**src/rtl/pwm_esc_array.sv**
```systemverilog
// pwm_esc_array: multi-channel ESC/servo PWM generator with arming sequence, clamp and slew limiting.
// One shared period counter; compare values only reload at the period boundary so pulses never glitch.
module pwm_esc_array #(
  parameter int CHANNELS    = 4,
  parameter int PERIOD_CYC  = 1_000_000,
  parameter int MIN_CYC     = 55_000,
  parameter int MAX_CYC     = 100_000,
  parameter int RAMP_STEP   = 25,
  parameter int RAMP_DIV    = 1,
  parameter int ARM_PERIODS = 100
) (
  input  logic                     clk,
  input  logic                     rst_n,
  input  logic                     enable,
  input  logic                     kill,
  input  logic [CHANNELS-1:0]      ch_en,
  input  logic [32*CHANNELS-1:0]   duty_in,
  output logic [CHANNELS-1:0]      pwm_out,
  output logic                     armed,
  output logic [1:0]               state,
  output logic [CHANNELS-1:0]      at_target,
  output logic                     period_start
);

  // state | meaning
  // IDLE  | outputs low, counter/ramp/duty registers cleared
  // ARM   | MIN_CYC pulses on enabled channels for ARM_PERIODS periods
  // RUN   | clamped, slew-limited duty on every channel
  typedef enum logic [1:0] {
    S_IDLE = 2'd0,
    S_ARM  = 2'd1,
    S_RUN  = 2'd2
  } state_t;

  localparam logic [31:0] PER_M1 = 32'(PERIOD_CYC - 1);
  localparam logic [31:0] MIN_L  = 32'(MIN_CYC);
  localparam logic [31:0] MAX_L  = 32'(MAX_CYC);
  localparam logic [31:0] STEP_L = 32'(RAMP_STEP);
  localparam logic [31:0] DIV_M1 = 32'(RAMP_DIV - 1);
  localparam logic [31:0] ARM_M1 = 32'(ARM_PERIODS - 1);

  state_t      st, st_nxt;
  logic [31:0] cnt, cnt_nxt;
  logic [31:0] div_cnt, div_nxt;
  logic [31:0] arm_cnt, arm_nxt;
  logic [31:0] cur_duty [CHANNELS];
  logic [31:0] target   [CHANNELS];
  logic [31:0] cmp      [CHANNELS];
  logic [31:0] req      [CHANNELS];
  logic [31:0] clamp    [CHANNELS];
  logic [31:0] ramp     [CHANNELS];
  logic [31:0] cur_nxt  [CHANNELS];
  logic [31:0] tgt_nxt  [CHANNELS];
  logic [31:0] cmp_nxt  [CHANNELS];
  logic [CHANNELS-1:0] pwm_nxt, at_nxt;
  logic        ps_nxt;
  logic        wrap, tick, active, stay;

  assign state = st;
  assign armed = (st == S_RUN);
  assign wrap  = (cnt == PER_M1);
  assign tick  = (div_cnt == DIV_M1);

  always_comb begin
    st_nxt = st;
    case (st)
      S_IDLE: if (enable && !kill) st_nxt = S_ARM;
      S_ARM: begin
        if (kill || !enable)              st_nxt = S_IDLE;
        else if (wrap && arm_cnt == ARM_M1) st_nxt = S_RUN;
      end
      S_RUN:  if (kill || !enable) st_nxt = S_IDLE;
      default: st_nxt = S_IDLE;
    endcase
  end

  // stay: running in this cycle and still running after the edge
  assign active = (st != S_IDLE);
  assign stay   = active && (st_nxt != S_IDLE);

  always_comb begin
    cnt_nxt = 32'd0;
    div_nxt = 32'd0;
    arm_nxt = 32'd0;
    if (stay) begin
      cnt_nxt = wrap ? 32'd0 : cnt + 32'd1;
      div_nxt = tick ? 32'd0 : div_cnt + 32'd1;
    end
    if (st == S_ARM && st_nxt == S_ARM)
      arm_nxt = wrap ? arm_cnt + 32'd1 : arm_cnt;
    ps_nxt = stay && (cnt == 32'd0);
  end

  always_comb begin
    for (int i = 0; i < CHANNELS; i++) begin
      req[i] = duty_in[32*i +: 32];
      if (!ch_en[i] || req[i] < MIN_L) clamp[i] = MIN_L;
      else if (req[i] > MAX_L)         clamp[i] = MAX_L;
      else                             clamp[i] = req[i];

      // difference compare keeps the step from ever wrapping past target
      ramp[i] = cur_duty[i];
      if (target[i] > cur_duty[i]) begin
        if (target[i] - cur_duty[i] > STEP_L) ramp[i] = cur_duty[i] + STEP_L;
        else                                  ramp[i] = target[i];
      end else if (cur_duty[i] > target[i]) begin
        if (cur_duty[i] - target[i] > STEP_L) ramp[i] = cur_duty[i] - STEP_L;
        else                                  ramp[i] = target[i];
      end

      cur_nxt[i] = cur_duty[i];
      tgt_nxt[i] = clamp[i];
      cmp_nxt[i] = cmp[i];
      if (st_nxt == S_IDLE) begin
        cur_nxt[i] = 32'd0;
        tgt_nxt[i] = 32'd0;
        cmp_nxt[i] = 32'd0;
      end else begin
        if (st == S_ARM && st_nxt == S_RUN) cur_nxt[i] = MIN_L;
        else if (st == S_RUN && tick)       cur_nxt[i] = ramp[i];
        if (st_nxt == S_ARM)                cmp_nxt[i] = MIN_L;
        else if (wrap)                      cmp_nxt[i] = cur_nxt[i];
      end

      pwm_nxt[i] = stay && (ch_en[i] || st == S_RUN) && (cnt < cmp[i]);
      at_nxt[i]  = (st == S_RUN) && (st_nxt == S_RUN) && (cur_duty[i] == target[i]);
    end
  end

  always_ff @(posedge clk or negedge rst_n) begin
    if (!rst_n) begin
      st           <= S_IDLE;
      cnt          <= 32'd0;
      div_cnt      <= 32'd0;
      arm_cnt      <= 32'd0;
      pwm_out      <= '0;
      at_target    <= '0;
      period_start <= 1'b0;
      for (int i = 0; i < CHANNELS; i++) begin
        cur_duty[i] <= 32'd0;
        target[i]   <= 32'd0;
        cmp[i]      <= 32'd0;
      end
    end else begin
      st           <= st_nxt;
      cnt          <= cnt_nxt;
      div_cnt      <= div_nxt;
      arm_cnt      <= arm_nxt;
      pwm_out      <= pwm_nxt;
      at_target    <= at_nxt;
      period_start <= ps_nxt;
      for (int i = 0; i < CHANNELS; i++) begin
        cur_duty[i] <= cur_nxt[i];
        target[i]   <= tgt_nxt[i];
        cmp[i]      <= cmp_nxt[i];
      end
    end
  end

endmodule

```
**config.mk**
```make
export PLATFORM = sky130hd
export DESIGN_NAME = pwm_esc_array
export DESIGN_NICKNAME = d
export VERILOG_FILES = /design/src/rtl/pwm_esc_array.sv
export SDC_FILE = /design/constraint.sdc
export NUM_CORES = 2
export LEC_CHECK = 0
export ABC_AREA = 1
export BUFFER_PORTS_ARGS = -buffer_cell sky130_fd_sc_hd__buf_4
export CORE_MARGIN = 2
export CORE_UTILIZATION = 60
export CTS_CLUSTER_SIZE = 24
export DETAILED_ROUTE_END_ITERATION = 8
export PLACE_DENSITY = 0.77
export REMOVE_ABC_BUFFERS = 1
export SYNTH_ARGS = -nofsm -noshare
export SYNTH_HDL_FRONTEND = slang
export SYNTH_SLANG_ARGS = --single-unit
```
**constraint.sdc**
```tcl
create_clock -name clk -period 3.6 [get_ports clk]
set_clock_uncertainty 0.15 [all_clocks]
set_input_delay 0.36 -clock clk [delete_from_list [all_inputs] [get_ports clk]]
set_output_delay 0.36 -clock clk [all_outputs]
set_load 0.005 [all_outputs]
```
==> metrics.txt <==
status=complete, but fails checks; failing checks=setup timing; top cells by area, synth=dfrtp_1, nand2_1, inv_1; Final Hold Vio Count=0; H-tree Lvls=2; top_reg_cell synth=dfrtp_1; I/O Pins=148; Worst setup EP type=register; initial antenna violation count=5; Post-DP HPWL=160700 µm; Final period util=101.1%; worst slew pin tran=0.9797 ns; total global-route track usage=43.90%; fmax=0.2748 GHz; Seq cells post-synth=491; type of the worst setup path=register to register; Syn Inst Count=9157; RSZ-0062 raised after global routing=yes; clock slew at reported path FFs=0.07 ns; Die W=305.5 µm; DR iter-0 viols=8963; DIE AREA=0.09332 mm²; Max FO, Critical Path=6; setup TNS=-0.07872 ns; Vias=66621; Remaining DRCs=0; Synth warnings=0; share of layout cells above drive strength 1=16.71%; Port-buffer cells=147; Post-synth EDFFs=0; DR vias/cell=5.989; crit path launch type=register; most frequent cells in the layout=nand2_1, inv_1, nand3_1, buf_4, nor2_1; post-synthesis instance area=0.05453 mm²; vias in the first global route=62388; Synth top area share=22.53%; area leader, netlist=dfrtp_1; setup slack after layout=-0.03952 ns; row count=110; Synth Area per Inst=5.955 µm²; GR Overflow Total=0; routability cong.=1.072; total power=15.38 mW; root buffer cell=clkbuf_16; Initial Util=60.59%; Final Setup Violations=4; LEAKAGE=35.89 nW; Max-slew headroom=34.62%; final worst path period need=3.640 ns; number of max-cap violations=0; ys async rst share=100.0%; core area=0.09001 mm²; Crit path arrival time=4.07 ns; largest net degree at the start of global routing=97; leading cell type in the layout, fill and taps excluded=nand2_1; fill cell count=7177; dpl ws=-0.1321 ns; final wirelength=222100 µm; Yosys cell types=70; Final #Nets=10428; CTS tree=done; latest clock arrival within the worst-skew pair=0.66 ns; Post-DRT Antenna Nets=0; HP Class=input port to register; sequential fraction of the synthesis area=22.53%; WL per Instance=19.97 µm; placed cell areas=0.06091 mm²; drt pass-1 iters=9; P per Cell Area=227.1 mW/mm²; Bufs on Longest Clock Path=3; Critical Path RT=4.03 ns; fin area=0.06771 mm²; global-route wire length before repair=331600 µm; # clock sinks=491; maximum VDD drop=0.3689 mV; CTS buffer count=59; P&R area growth vs syn=24.16%; max-slew violation total from the final report=0; Die H=305.5 µm
[cells in the mapped netlist (12+ instances only)]
library cell  count
a21boi_0         12
nand3_1         814
nand2_2          22
inv_1          1490
xor2_1          246
nor3_1          140
a21oi_1         465
clkinv_1         45
buf_2            79
ha_1            393
inv_2            31
xnor2_1          16
nor2_2           52
nor2_1          662
clkbuf_1        130
o21bai_1         55
nor4_1           75
dfrtp_1         491
o21ai_1          60
nor2_4           22
nand4_1         191
o21ai_0         205
nand2_1        3129
a21boi_1         66
a31oi_1          12
and2_1           15
o211ai_1         69
nand3b_1         15
[final cells by class]
type / count / area, µm² / area share [%]
clock buffers: 75 / 1689 / 2.495
well taps: 1176 / 1471 / 2.173
repair buffers: 852 / 7538 / 11.13
diodes: 6 / 15.01 / 0.02217
multi-input cells: 6921 / 38410 / 56.73
inverters: 1566 / 5906 / 8.722
clock inverters: 36 / 369.1 / 0.5451
flip-flops and latches: 491 / 12310 / 18.18
[power by group]
part	switching [mW]	internal (mW)	total, mW
Clock	2.77	3.70	6.46
Combinational	2.10	1.14	3.23
Sequential	0.0951	5.59	5.68
Total	4.96	10.4	15.4
[registers in the layout (all words and copies together), names as in the netlist]
name	count
target	128
div_cnt	32
period_start	1
arm_cnt	32
state	2
cmp	128
cnt	32
cur_duty	128
pwm_out	4
at_target	4
[kinds of logic (layout without fill, tap and decap cells)]
kind of cell / after synthesis / in the layout / share of synthesized area [%]
AOI/OAI and AO/OA: 1008 / 1008 / 10.65
xor gates and xnor gates: 262 / 262 / 4.208
adders and majority gates: 401 / 401 / 9.311
buffers and inverters: 1804 / 2529 / 12.81
DFF: 491 / 491 / 22.53
other: 1 / 66 / 0.006877
and+or+nand+nor: 5190 / 5190 / 40.49
[layer usage]
layer	vias up	GRT usage, %	wire (µm)
met4	6	24.76	16160
met2	4689	70.48	97710
met1	30287	55.59	82630
li1	30339	-	-
met5	-	0	42
met3	1300	8.160	25590
[per-stage QoR]
stage,std cells,hold WS (ns),utilization (%)
floorplan,8978,-0.08559,-
global placement,10858,0.2683,67.67
detailed placement,10858,0.2751,67.67
CTS,11045,0.02639,70.87
global route,11117,0.08720,75.21
finish,11123,0.06278,75.22
[worst max-delay path, cell delays in order, from the launching register on]
cell and delay (ns):
dfrtp_1 0.39, inv_1 0.15, ha_2 0.35, nand2_1 0.21, inv_1 0.07, nand2_1 0.06
nand2_1 0.08, nand2_1 0.07, nand2_1 0.08, a21oi_1 0.21, nand2_1 0.11, nand2_1 0.07
nand2_1 0.05, nor2_1 0.09, nand2_1 0.09, nor2_4 0.21, nand3_4 0.12, buf_4 0.18
a21oi_1 0.21, o21ai_1 0.23, nand3_1 0.18, nand2_1 0.07, inv_1 0.11
[timing repair]
item,4_1_cts,5_1_grt
endpoints found under the setup margin,87,260
pin swaps,2,92
buffers inserted,3,52
resized for setup,17,769
hold endpoints to repair,136,0
hold buffers,73,0
cloned,0,21
[worst paths after layout]
check                                    from       endpoint  slack [ns]  cells past startpoint
max in group asynchronous               rst_n     target[59]        1.94                      3
worst min-delay path                 ch_en[1]     target[67]        0.06                      4
worst max-delay path            cur_duty[121]  cur_duty[107]       -0.04                     22
worst min register to register       cmp[115]       cmp[115]        0.33                      2
worst max register to register  cur_duty[121]  cur_duty[107]       -0.04                     22
min in group asynchronous               rst_n   cur_duty[64]        0.12                      2
(Power assumes the default switching activity.)
